**src/rtl/lte_dl_path_detrans.sv**
```systemverilog
// rtl/lte_dl_path_detrans.sv - LTE downlink antenna de-transposer (ping-pong reorder buffer + serializer)
//
// Purpose: takes one {second, first} sample-pair word per antenna slot and
// writes it into a two-bank buffer at the slot's physical position from
// i_ant_posinfo. Once a full 8-slot group is in a bank, it is read out in
// position order, two samples per position, as a 16-cycle burst.
//
// Ports:
//   clk            sole clock, rising edge
//   asy_rst_n      asynchronous active-low reset
//   i_ant_posinfo  nibble k [4k+2:4k] = physical position of slot k
//   i_fram_hd      frame header pulse, with the first valid word of a frame
//   i_ant8_sel     slot-0 marker of an 8-slot group (qualified by i_data_valid)
//   i_data         sample pair {second, first}
//   i_data_valid   word qualifier, at most one per 2 cycles
//   o_fram_hd      first output sample of a frame
//   o_ant_idx      physical position of o_data
//   o_data         serialized sample
//   o_data_valid   qualifies o_data / o_ant_idx / o_fram_hd
//   o_ovf          sticky overflow, group dropped because its bank was still full
//   o_resync       one-cycle pulse when a partial group is discarded
//
// Optional build macro LTE_DL_DETRANS_SWAP_EN: emit the second sample before
// the first within each position.

module lte_dl_path_detrans #(
    parameter int SAMP_W = 16
) (
    input  logic                  clk,
    input  logic                  asy_rst_n,
    input  logic [31:0]           i_ant_posinfo,
    input  logic                  i_fram_hd,
    input  logic                  i_ant8_sel,
    input  logic [2*SAMP_W-1:0]   i_data,
    input  logic                  i_data_valid,
    output logic                  o_fram_hd,
    output logic [2:0]            o_ant_idx,
    output logic [SAMP_W-1:0]     o_data,
    output logic                  o_data_valid,
    output logic                  o_ovf,
    output logic                  o_resync
);

    localparam logic [0:0] ST_IDLE = 1'b0;
    localparam logic [0:0] ST_READ = 1'b1;

    logic [31:0]          posinfo_q;
    logic [2:0]           wr_slot;
    logic                 synced;
    logic                 wr_bank;
    logic                 rd_bank;
    logic [7:0]           mask [2];
    logic [1:0]           full;
    logic [1:0]           hd_flag;
    logic [0:0]           state;
    logic [3:0]           rd_cnt;
    logic [2*SAMP_W-1:0]  mem [2][8];

    logic [31:0]          posinfo_eff;
    logic                 accept;
    logic [2:0]           slot_eff;
    logic [2:0]           wr_addr;
    logic                 resync_ev;
    logic                 wr_en;
    logic                 grp_done;
    logic [2*SAMP_W-1:0]  rd_word;
    logic                 sel_hi;
    logic [SAMP_W-1:0]    rd_sample;

    // The header word itself already uses the new map for its own slot.
    assign posinfo_eff = (i_data_valid && i_fram_hd) ? i_ant_posinfo : posinfo_q;
    // After reset nothing is accepted until a group start has been seen.
    assign accept      = i_data_valid && (synced || i_ant8_sel);
    assign slot_eff    = i_ant8_sel ? 3'd0 : wr_slot;
    assign wr_addr     = posinfo_eff[{slot_eff, 2'b00} +: 3];
    assign resync_ev   = i_data_valid && i_ant8_sel && synced && (wr_slot != 3'd0);
    // A bank still waiting for the reader is never overwritten; its group is lost instead.
    assign wr_en       = accept && !full[wr_bank];
    assign grp_done    = accept && (slot_eff == 3'd7);

    assign rd_word = mem[rd_bank][rd_cnt[3:1]];
`ifdef LTE_DL_DETRANS_SWAP_EN
    assign sel_hi  = ~rd_cnt[0];
`else
    assign sel_hi  = rd_cnt[0];
`endif
    assign rd_sample = sel_hi ? rd_word[2*SAMP_W-1:SAMP_W] : rd_word[SAMP_W-1:0];

    // Data storage has no reset; the written-masks gate every read.
    always_ff @(posedge clk) begin
        if (wr_en) begin
            mem[wr_bank][wr_addr] <= i_data;
        end
    end

    always_ff @(posedge clk or negedge asy_rst_n) begin
        if (!asy_rst_n) begin
            posinfo_q    <= '0;
            wr_slot      <= '0;
            synced       <= 1'b0;
            wr_bank      <= 1'b0;
            rd_bank      <= 1'b0;
            mask[0]      <= '0;
            mask[1]      <= '0;
            full         <= '0;
            hd_flag      <= '0;
            state        <= ST_IDLE;
            rd_cnt       <= '0;
            o_fram_hd    <= 1'b0;
            o_ant_idx    <= '0;
            o_data       <= '0;
            o_data_valid <= 1'b0;
            o_ovf        <= 1'b0;
            o_resync     <= 1'b0;
        end else begin
            o_resync <= resync_ev;

            if (i_data_valid && i_fram_hd) begin
                posinfo_q <= i_ant_posinfo;
            end
            if (i_data_valid && i_ant8_sel) begin
                synced <= 1'b1;
            end
            if (accept) begin
                wr_slot <= slot_eff + 3'd1;
            end

            // Slot 0 restarts the bank mask, which also discards any partial group.
            if (wr_en) begin
                if (slot_eff == 3'd0) begin
                    mask[wr_bank]    <= 8'd1 << wr_addr;
                    hd_flag[wr_bank] <= i_fram_hd;
                end else begin
                    mask[wr_bank][wr_addr] <= 1'b1;
                end
            end

            if (grp_done) begin
                if (full[wr_bank]) begin
                    o_ovf <= 1'b1;
                end else begin
                    full[wr_bank] <= 1'b1;
                    wr_bank       <= ~wr_bank;
                end
            end

            // The reader only touches rd_bank, which is full, so it never
            // collides with a writer update above.
            case (state)
                ST_IDLE: begin
                    rd_cnt <= '0;
                    if (full[rd_bank]) begin
                        state <= ST_READ;
                    end
                end
                default: begin
                    rd_cnt <= rd_cnt + 4'd1;
                    if (rd_cnt == 4'hF) begin
                        full[rd_bank]    <= 1'b0;
                        mask[rd_bank]    <= '0;
                        hd_flag[rd_bank] <= 1'b0;
                        rd_bank          <= ~rd_bank;
                        if (!full[~rd_bank]) begin
                            state <= ST_IDLE;
                        end
                    end
                end
            endcase

            if (state == ST_READ) begin
                o_data_valid <= 1'b1;
                o_ant_idx    <= rd_cnt[3:1];
                o_data       <= mask[rd_bank][rd_cnt[3:1]] ? rd_sample : '0;
                o_fram_hd    <= hd_flag[rd_bank] && (rd_cnt == 4'd0);
            end else begin
                o_data_valid <= 1'b0;
                o_ant_idx    <= '0;
                o_data       <= '0;
                o_fram_hd    <= 1'b0;
            end
        end
    end

endmodule

```
**config.mk**
```make
export PLATFORM = sky130hd
export DESIGN_NAME = lte_dl_path_detrans
export DESIGN_NICKNAME = d
export VERILOG_FILES = /design/src/rtl/lte_dl_path_detrans.sv
export SDC_FILE = /design/constraint.sdc
export NUM_CORES = 1
export LEC_CHECK = 0
export CORE_AREA = 2 2 234 236
export CTS_BUF_LIST = sky130_fd_sc_hd__clkbuf_8
export DETAILED_ROUTE_END_ITERATION = 12
export DIE_AREA = 0 0 236 238
export GPL_TIMING_DRIVEN = 0
export PLACE_DENSITY = 0.63
export SLEW_MARGIN = 30
export SYNTH_ARGS = -nofsm -noshare
export SYNTH_HDL_FRONTEND = slang
export SYNTH_SLANG_ARGS = --single-unit
```
**constraint.sdc**
```tcl
create_clock -name clk -period 6.4 [get_ports clk]
set_clock_uncertainty 0.15 [all_clocks]
set_input_delay 1.28 -clock clk [delete_from_list [all_inputs] [get_ports clk]]
set_output_delay 1.28 -clock clk [all_outputs]
set_load 0.005 [all_outputs]
```
==> impl_metrics.yaml <==
floorplanning:
  die_w_um: 236
  initial_utilization_pct: 42.8
  dieArea_sq_um: 56200
  core_sq_um: 53500
  num_io_pins: 92
  rows: 85
  die_h_um: 238
critical_path:
  crit_buf_inv: 5
  cp-end-kind: "flop"
  crit_required_ns: 6.63
  path_class: "in2reg"
  cpPeakStageDelay_ns: 0.72
  crit_family: "buffers and inverters"
  startpoint_type: "input pin"
  crit_chain: "clkdlybuf4s50_1 > nand2_4 > buf_6 > mux4_2 > o32ai_1 > nor3_1 > clkbuf_1 > nand2_1 > nor2_4 > buf_16 > buf_8"
  worstPathArrival_ns: 5.23
  slowest_stage: "nor2_4"
  cp_max_fo: 15
yosys:
  synth_area_leaders: "edfxtp_1, mux4_2, dfrtp_1"
  ys_seq_area_share_pct: 75.6
  ys_warn_count: 0
  syn_avg_cell_area_sq_um: 21.6
  yosysMostFrequentCell: "edfxtp_1"
  synth_cell_type_count: 52
  synth_top_cell_by_area: "edfxtp_1"
  synthesis.area_sq_um: 22900
  synth-async-reset-ratio_pct: 13.2
  ys_top_cells_by_count: "edfxtp_1, mux4_2, dfrtp_1, nand2_1, clkbuf_1"
  ys_ff_latch: 590
  synthFlopType: "edfxtp_1"
  synth_edf_count: 512
  netlist.area_leader.share_pct: 67.1
  synth_nets: 1133
  synthCells: 1059
clock_tree:
  clock_path_buffers: 3
  cts_hold_buffers: 0
  cts_resized: 0
  cts-root-buf: "clkbuf_8"
  post_cts_buffers: 0
  cts_tree: "yes"
  clock_latency_ns: 0.68
  clk_pin_slew_ns: 0.06
  htree_levels: 3
  numCtsBuffers: 95
  cts_sinks: 590
timing:
  maxSlewViolCount: 0
  max_slew_margin_pct: 33.3
  hold_violations: 0
  setup_viol: 0
  finalSetupTns_ns: 0
  period_needed_ns: 5.00
  worst_slack_ns: 1.40
  fin_crit_sh_pct: 78.1
  tightestPinTransition_ns: 1.00
  max_freq_ghz: 0.200
  rsz0062_at_grt: "no"
power:
  p_switching_mw: 2.58
  peakVddDrop_mv: 0.213
  pwr-share-seq_pct: 48.4
  intPower_mw: 6.88
  clock_power_share_pct: 32.4
  p_comb_share_pct: 19.2
  power_leakage_nw: 9.13
  swShare_pct: 27.2
  powerDensity_nw_per_um2: 345
global_routing:
  grt_pass1_vias: 12000
  grt_max_degree: 58
  antenna_found_initial: 1
  overflow: 0
  grt_pass1_wl_mm: 80.4
  grtUsageTotal_pct: 19.8
routing:
  drt_iter0_drc: 1336
  drc: 0
  firstDrtPassIters: 6
  ant_nets: 0
  wl_mm: 54.1
  via_per_inst: 5.63
  num_vias: 11700
  wl_per_cell_um: 26.1
placement:
  place_congestion: 0.820
  pre_cts_slack_ns: 0.775
  numPortBuffers: 81
  post-dp-hpwl_mm: 36.6
  place_area_sq_um: 25600
status:
  outcome: "finished clean"
cells_and_area:
  final_util_pct: 51.2
  finalNetCount: 1374
  area_delta_synth_final_pct: 19.6
  finalInstanceArea_sq_um: 27400
  fillCellCount: 4199
  drive_gt1_share_pct: 30.7
hold_path:
  hold_class: "reg2reg"
run:
  drv_cap: 0
-- per-layer routing --
layer,wire length [um],vias up,track usage [%]
li1,-,4887,-
met4,1080,2,4.81
met5,11,-,0
met3,4340,90,4.85
met2,25100,499,30.6
met1,23500,6188,28.4
-- registers in the layout (all words and copies together), names as in the netlist --
signal        count
o_fram_hd         1
synced            1
wr_bank           1
mask             16
o_data           16
full              2
mem             512
o_ovf             1
rd_bank           1
wr_slot           3
state             1
o_ant_idx         3
o_resync          1
hd_flag           2
rd_cnt            4
posinfo_q        24
o_data_valid      1
-- path summary, 6_finish.rpt --
kind	start	to	slack (ns)	cells after the start
max	i_fram_hd	mem[1][74]$_DFFE_PP_	1.40	11
min	state$_DFF_PN0_	o_data_valid$_DFF_PN0_	0.26	0
max reg2reg	wr_slot[0]$_DFFE_PN0P_	mem[1][74]$_DFFE_PP_	2.25	11
min reg2reg	state$_DFF_PN0_	o_data_valid$_DFF_PN0_	0.26	0
max in group asynchronous	asy_rst_n	o_ant_idx[0]$_DFF_PN0_	5.22	2
min in group asynchronous	asy_rst_n	hd_flag[1]$_DFF_PN0_	0.30	1
-- power by group through the flow --
stage | Combinational, mW | Clock [mW] | Sequential [mW]
6_report | 1.82 | 3.06 | 4.57
5_1_grt | 1.93 | 3.30 | 4.60
2_1_floorplan | 0.977 | 0 | 4.63
3_5_place_dp | 1.82 | 0 | 4.65
4_1_cts | 1.83 | 3.14 | 4.58
3_3_place_gp | 1.70 | 0 | 4.66
-- cell usage in the layout, fill, tap and decap left out, types with 8 or more instances in the layout --
cell               n
nand2_1           63
buf_2             17
clkinv_1          18
inv_1             45
nor2_4             8
nor2_1            17
a21oi_1           16
clkbuf_8         106
dfrtp_1           78
clkbuf_1          29
edfxtp_1         512
clkinv_2           8
clkdlybuf4s50_1   80
o21ai_0           14
buf_4             37
mux4_2           170
buf_6             12
buf_16            16
mux2_2            21
-- metrics by stage --
stage / total power, mW / hold WS, ns / instances
6_report: 9.46 / 0.257 / 2073
5_1_grt: 9.83 / 0.283 / 2072
4_1_cts: 9.54 / 0.257 / 2072
3_5_place_dp: 6.47 / 0.245 / 1899
3_3_place_gp: 6.36 / 0.235 / 1836
2_1_floorplan: 5.61 / 0.215 / 1059
-- cell families (layout without fill, tap and decap cells) --
group	Yosys count	count (layout)	synth area share (%)
AOI/OAI and AO/OA	59	59	1.70
xor gates and xnor gates	3	3	0.115
adders and majority gates	5	5	0.273
buffers and inverters	68	385	1.25
DFF	590	590	75.6
muxes	198	198	18.3
other	0	1	0
and+or+nand+nor	136	136	2.75
-- layout make-up --
class / count / area, sq um / area share, %
sequential: 590 / 17300 / 63.3
timing repair buffer: 144 / 1650 / 6.04
clock buffer: 106 / 1460 / 5.33
clock inverter: 67 / 354 / 1.29
buffer: 56 / 255 / 0.932
tap: 696 / 871 / 3.18
antenna: 1 / 2.50 / 0.00914
multi-input combinational: 401 / 5420 / 19.8
inverter: 12 / 45.0 / 0.164
Note: power is estimated with default switching activity, not from simulation.
